### config.mk
export PLATFORM = sky130hd
export DESIGN_NAME = tipi_shift_tx
export DESIGN_NICKNAME = d
export VERILOG_FILES = /design/src/rtl/tipi_shift_tx.sv
export SDC_FILE = /design/constraint.sdc
export NUM_CORES = 1
export LEC_CHECK = 0
export CAP_MARGIN = 20
export CORE_MARGIN = 2
export CORE_UTILIZATION = 34
export CTS_CLUSTER_DIAMETER = 50
export DETAILED_ROUTE_END_ITERATION = 10
export PLACE_DENSITY_LB_ADDON = 0.12
export SETUP_SLACK_MARGIN = 0.5
export SYNTH_ARGS = -nofsm -noshare
export SYNTH_HDL_FRONTEND = slang
export SYNTH_SLANG_ARGS = --single-unit
### constraint.sdc
create_clock -name clk -period 3.4 [get_ports clk]
set_clock_uncertainty 0.1 [all_clocks]
set_input_delay 0.85 -clock clk [delete_from_list [all_inputs] [get_ports clk]]
set_output_delay 0.85 -clock clk [all_outputs]
set_load 0.005 [all_outputs]
### src/rtl/tipi_shift_tx.sv
// Serial transmitter into the TIPI CPLD RD/RC shift registers: eight shift
// pulses (MSB first) on the selected clock, then one latch pulse with le high.
module tipi_shift_tx #(
  parameter int unsigned DIV = 4
) (
  input  logic       clk,
  input  logic       rst,
  input  logic       start,
  input  logic       sel,
  input  logic [7:0] din,
  output logic       busy,
  output logic       done,
  output logic       rpi_dclk,
  output logic       rpi_cclk,
  output logic       rpi_sdata,
  output logic       rpi_le
);

  localparam logic [7:0] PH_LAST = 8'(DIV - 1);
  localparam logic [3:0] BIT_LE  = 4'd8;

  typedef enum logic [1:0] {
    S_IDLE,
    S_LOW,
    S_HIGH
  } state_t;

  state_t      r_state;
  state_t      w_state_nxt;
  logic [7:0]  r_shift;
  logic [3:0]  r_bit;
  logic [7:0]  r_phase;
  logic        r_sel;
  logic        r_done;
  logic        w_phase_tc;
  logic        w_busy;
  logic        w_high;

  assign w_phase_tc = (r_phase == PH_LAST);

  always_ff @(posedge clk or posedge rst) begin
    if (rst) begin
      r_state <= S_IDLE;
    end else begin
      r_state <= w_state_nxt;
    end
  end

  always_comb begin
    w_state_nxt = r_state;
    case (r_state)
      S_IDLE: begin
        if (start) w_state_nxt = S_LOW;
      end
      S_LOW: begin
        if (w_phase_tc) w_state_nxt = S_HIGH;
      end
      S_HIGH: begin
        if (w_phase_tc) w_state_nxt = (r_bit == BIT_LE) ? S_IDLE : S_LOW;
      end
      default: w_state_nxt = S_IDLE;
    endcase
  end

  // The shift register only advances on HIGH->LOW, so sdata moves with the falling clock.
  always_ff @(posedge clk or posedge rst) begin
    if (rst) begin
      r_shift <= 8'd0;
      r_bit   <= 4'd0;
      r_phase <= 8'd0;
      r_sel   <= 1'b0;
      r_done  <= 1'b0;
    end else begin
      r_done <= 1'b0;
      case (r_state)
        S_IDLE: begin
          if (start) begin
            r_shift <= din;
            r_sel   <= sel;
            r_bit   <= 4'd0;
            r_phase <= 8'd0;
          end
        end
        S_LOW: begin
          r_phase <= w_phase_tc ? 8'd0 : r_phase + 8'd1;
        end
        S_HIGH: begin
          r_phase <= w_phase_tc ? 8'd0 : r_phase + 8'd1;
          if (w_phase_tc) begin
            if (r_bit == BIT_LE) begin
              r_done <= 1'b1;
            end else begin
              r_shift <= {r_shift[6:0], 1'b0};
              r_bit   <= r_bit + 4'd1;
            end
          end
        end
        default: r_phase <= 8'd0;
      endcase
    end
  end

  assign w_busy    = (r_state != S_IDLE);
  assign w_high    = (r_state == S_HIGH);

  assign busy      = w_busy;
  assign done      = r_done;
  assign rpi_dclk  = w_high & ~r_sel;
  assign rpi_cclk  = w_high & r_sel;
  assign rpi_sdata = w_busy & (r_bit != BIT_LE) & r_shift[7];
  assign rpi_le    = w_busy & (r_bit == BIT_LE);

endmodule

==> impl_summary.md <==
Status
The run finished with clean final reports.

GRT
In the global route stage, overall resource usage came out at 13.4%. The first global-routing pass estimated 4480 um of wire. The number of global-route vias before repair is roughly 1000.

The global-route congestion overflow total is 0. Entering global routing, the biggest net connects 25 pins. The initial antenna violation count is 0.

Clock tree
The clock network latency to the later pin of the worst-skew pair is 270 ps. After clock tree synthesis, the flow added hold-fix buffers numbering 0. In this run the number of H-tree levels came out at 1. The count of cells resized by post-cts repair is 0. In this run the post-CTS setup repair buffer count came out at 0. The number of clock sinks is 24. The clock-pin slew on the worst setup and hold paths is 90 ps. TritonCTS built the clock tree.

Clock tree synthesis inserted a total of 3 buffers. The longest clock path from root to sink contains 2 buffers. The clock tree root buffer cell is sky130_fd_sc_hd__clkbuf_8.

Job
The max-cap violation count is 0.

Floorplanning
The die covers 4480 um2. The effective utilization at floorplan is 36.0%. The x dimension of the die is 66.9 um. The y dimension of the die is approximately 67 um. The core region is ~3700 um2.

The top-level port count is 18. The floorplan has 22 rows.

STA
The max-slew violation count was 0. For the pin with the worst max-slew slack, the measured transition is roughly 500 ps. The post-layout minimum cycle time is 2790 ps. Setup violations remaining at the end of the flow were counted as 0.

Timing would allow up to approximately 0.36 GHz. The hold violation total from the final report was 0. The worst hold slack after final layout is roughly 420 ps. The final setup TNS is 0 ps. Setup repair after global routing left no endpoint under its margin. After layout, the worst path uses 81.9% of the clock period. Measured against its own limit, the worst slew margin works out to 66.8%.

Layout
The final-stage net count is ~170. 0 antenna diodes ended up in the layout. The final-layout fill cell count is 383.

The fraction of layout cells with a size suffix above 1 is 25.2%. The most common library cell in the layout ignoring fill and taps is sky130_fd_sc_hd__dfrtp_1. The layout overhead on the synthesized area is 24.1%. The library cells used most frequently in the layout, excluding fill and tap cells, are sky130_fd_sc_hd__dfrtp_1, sky130_fd_sc_hd__clkdlybuf4s50_1, sky130_fd_sc_hd__mux2_2. The final cell utilization of the core is 44.6%.

Worst setup path
Data on the critical path is required at its endpoint by 2450 ps. The critical path is of the reg -> out type. The worst setup path startpoint is r_state[0].

The category of the worst setup path launch point is a flip-flop. The slowest stage of the critical path is the sky130_fd_sc_hd__clkdlybuf4s50_1 cell. In this run the register-to-register setup slack is 1350 ps. The largest stage delay on the critical path is 490 ps. The maximum fanout along the worst path is 6. Traced cell by cell, the critical path runs through inv_1 -> ha_1 -> inv_1 -> and3_1 -> clkdlybuf4s50_1. In this design, the critical path's most frequently occurring cell is sky130_fd_sc_hd__inv_1. STA classifies the critical path endpoint as a primary output. The worst register-to-register path has a depth of 6. In this run the critical register-to-register path is captured at r_state[1]. The sum of buffers and inverters on the critical path is 3. On the critical path the largest part of the delay comes from buffers and inverters. Data arrives at the worst endpoint at between 1500 and 2000 ps. The start of the worst register-to-register path is r_state[1].

Hold path
The destination of the worst hold path is r_phase[1]. The worst hold path depth is 2. The launch instance of the worst min-delay path is r_phase[1]. The class of the tightest hold or removal check is reg -> reg.

Synthesis
Synthesis produced a netlist whose cell count is roughly 120. The sequential element share of the synthesized area is 44.6%. Synthesis produced a netlist with a net count of ~140. The average instance in the mapped netlist occupies 11.1 um2.

Yosys printed 0 warnings. Summing every instance area after synthesis gives 1350 um2. After synthesis the netlist holds a flip-flop and latch count of 24.

The count of cell types in the netlist is 33.

Place
The port buffer count is 17. The wire-length estimate of the detail-placed layout is about 1900 um. At the end of routability-driven placement, the weighted congestion stood at 0.777.

Power and ir drop
Power spread over the standard cell area amounts to ~760 nW/um2. Across the VDD grid, the largest voltage drop is roughly 0.00029 V. For this design the static power due to leakage is 0.727 nW.

Route
Using the TritonRoute via totals, the vias-per-cell ratio works out to 4.85. The number of routed nets with antenna violations is 0. After detailed routing, the average wire length per cell comes to 13.3 um. In the routed design, unresolved DRC markers number 0. For this block, the initial DRC count from the detailed router was 53. The routed layout has 946 vias.

The overall routed net length is 2590 um. The number of detailed-routing iterations run before antenna repair is 4.
-- kinds of logic after synthesis --
group,Yosys count,synth area share [%]
AOI/OAI and AO/OA,11,5.58
xor gates and xnor gates,5,3.25
buffers and inverters,13,4.37
and+or+nand+nor,41,17.3
muxes,19,17.5
DFF,24,44.6
adders and majority gates,8,7.44
-- tightest hold or removal path, delay by kind of cell, from the launching register on --
kind | cells | cell delay, ps
AO/OA/AOI/OAI | 1 | 60
flip-flops | 1 | 370
AND/OR/NAND/NOR | 1 | 50
-- cell usage after synthesis --
cell | n | area, um2
sky130_fd_sc_hd__a21oi_1 | 4 | 20.0
sky130_fd_sc_hd__and2_1 | 1 | 6.26
sky130_fd_sc_hd__and2b_1 | 1 | 7.51
sky130_fd_sc_hd__and3_1 | 1 | 6.26
sky130_fd_sc_hd__and3_2 | 1 | 7.51
sky130_fd_sc_hd__buf_2 | 2 | 10.0
sky130_fd_sc_hd__buf_6 | 1 | 11.3
sky130_fd_sc_hd__dfrtp_1 | 24 | 601
sky130_fd_sc_hd__ha_1 | 8 | 100
sky130_fd_sc_hd__inv_1 | 10 | 37.5
sky130_fd_sc_hd__mux2_2 | 12 | 135
sky130_fd_sc_hd__mux2_4 | 6 | 90.1
sky130_fd_sc_hd__mux2i_1 | 1 | 10.0
sky130_fd_sc_hd__nand2_1 | 9 | 33.8
sky130_fd_sc_hd__nand2_2 | 1 | 6.26
sky130_fd_sc_hd__nand2b_1 | 1 | 6.26
sky130_fd_sc_hd__nand3_1 | 5 | 25.0
sky130_fd_sc_hd__nand3b_1 | 2 | 15.0
sky130_fd_sc_hd__nand4_1 | 2 | 12.5
sky130_fd_sc_hd__nor2_1 | 8 | 30.0
sky130_fd_sc_hd__nor2b_1 | 1 | 6.26
sky130_fd_sc_hd__nor3_1 | 2 | 10.0
sky130_fd_sc_hd__nor4b_1 | 1 | 8.76
sky130_fd_sc_hd__nor4b_4 | 1 | 23.8
sky130_fd_sc_hd__o21ai_0 | 3 | 15.0
sky130_fd_sc_hd__o221ai_1 | 2 | 17.5
sky130_fd_sc_hd__o22ai_1 | 1 | 6.26
sky130_fd_sc_hd__o32ai_2 | 1 | 16.3
sky130_fd_sc_hd__or2_2 | 2 | 12.5
sky130_fd_sc_hd__or3_1 | 1 | 6.26
sky130_fd_sc_hd__or3b_2 | 1 | 8.76
sky130_fd_sc_hd__xnor2_1 | 1 | 8.76
sky130_fd_sc_hd__xor2_1 | 4 | 35.0
-- per-layer routing --
layer | part of all wire [%] | track usage, % | wire, um | up-vias
li1 | - | - | - | 466
met1 | 43 | 15.2 | 1120 | 462
met2 | 53 | 24.9 | 1360 | 13
met3 | 2.6 | 2.03 | 67 | 5
met4 | 1.7 | 5.36 | 45 | 0
met5 | 0 | 0 | 0 | -
-- metrics by stage --
stage / setup slack (ps) / total power [mW] / area (um2) / cells
final: 614 / 1.27 / 1670 / 195
after global routing: 512 / 1.37 / 1670 / 195
after CTS: 578 / 1.26 / 1640 / 191
after detailed placement: 771 / 1.05 / 1590 / 187
after global placement: 781 / 1.04 / 1590 / 187
after floorplan: 1300 / 0.880 / 1350 / 121
-- flip-flops by register name, summed over array words and instances, names as in the netlist --
name and flops:
r_sel 1, r_phase 8, done 1, r_bit 4, r_shift 8, r_state 2
-- worst max-delay path by stage --
stage,to,depth (start not counted)
2_1_floorplan,rpi_dclk,6
3_3_place_gp,r_shift[6],5
3_5_place_dp,r_shift[6],5
4_1_cts,rpi_sdata,5
5_1_grt,rpi_sdata,5
6_report,rpi_sdata,5
-- area by class of cell --
class | count | area (um2) | area share (%)
Clock buffer | 4 | 55.1 | 3.30
Inverter | 10 | 37.5 | 2.25
Multi-Input combinational cell | 84 | 687 | 41.1
Sequential cell | 24 | 601 | 36.0
Tap cell | 48 | 60.1 | 3.60
Timing Repair Buffer | 25 | 230 | 13.8
-- where the power goes --
group	switching [mW]	internal, mW
sequential	0.0668	0.379
combinational	0.270	0.358
clock	0.0952	0.104
Note: power is estimated with default switching activity, not from simulation.
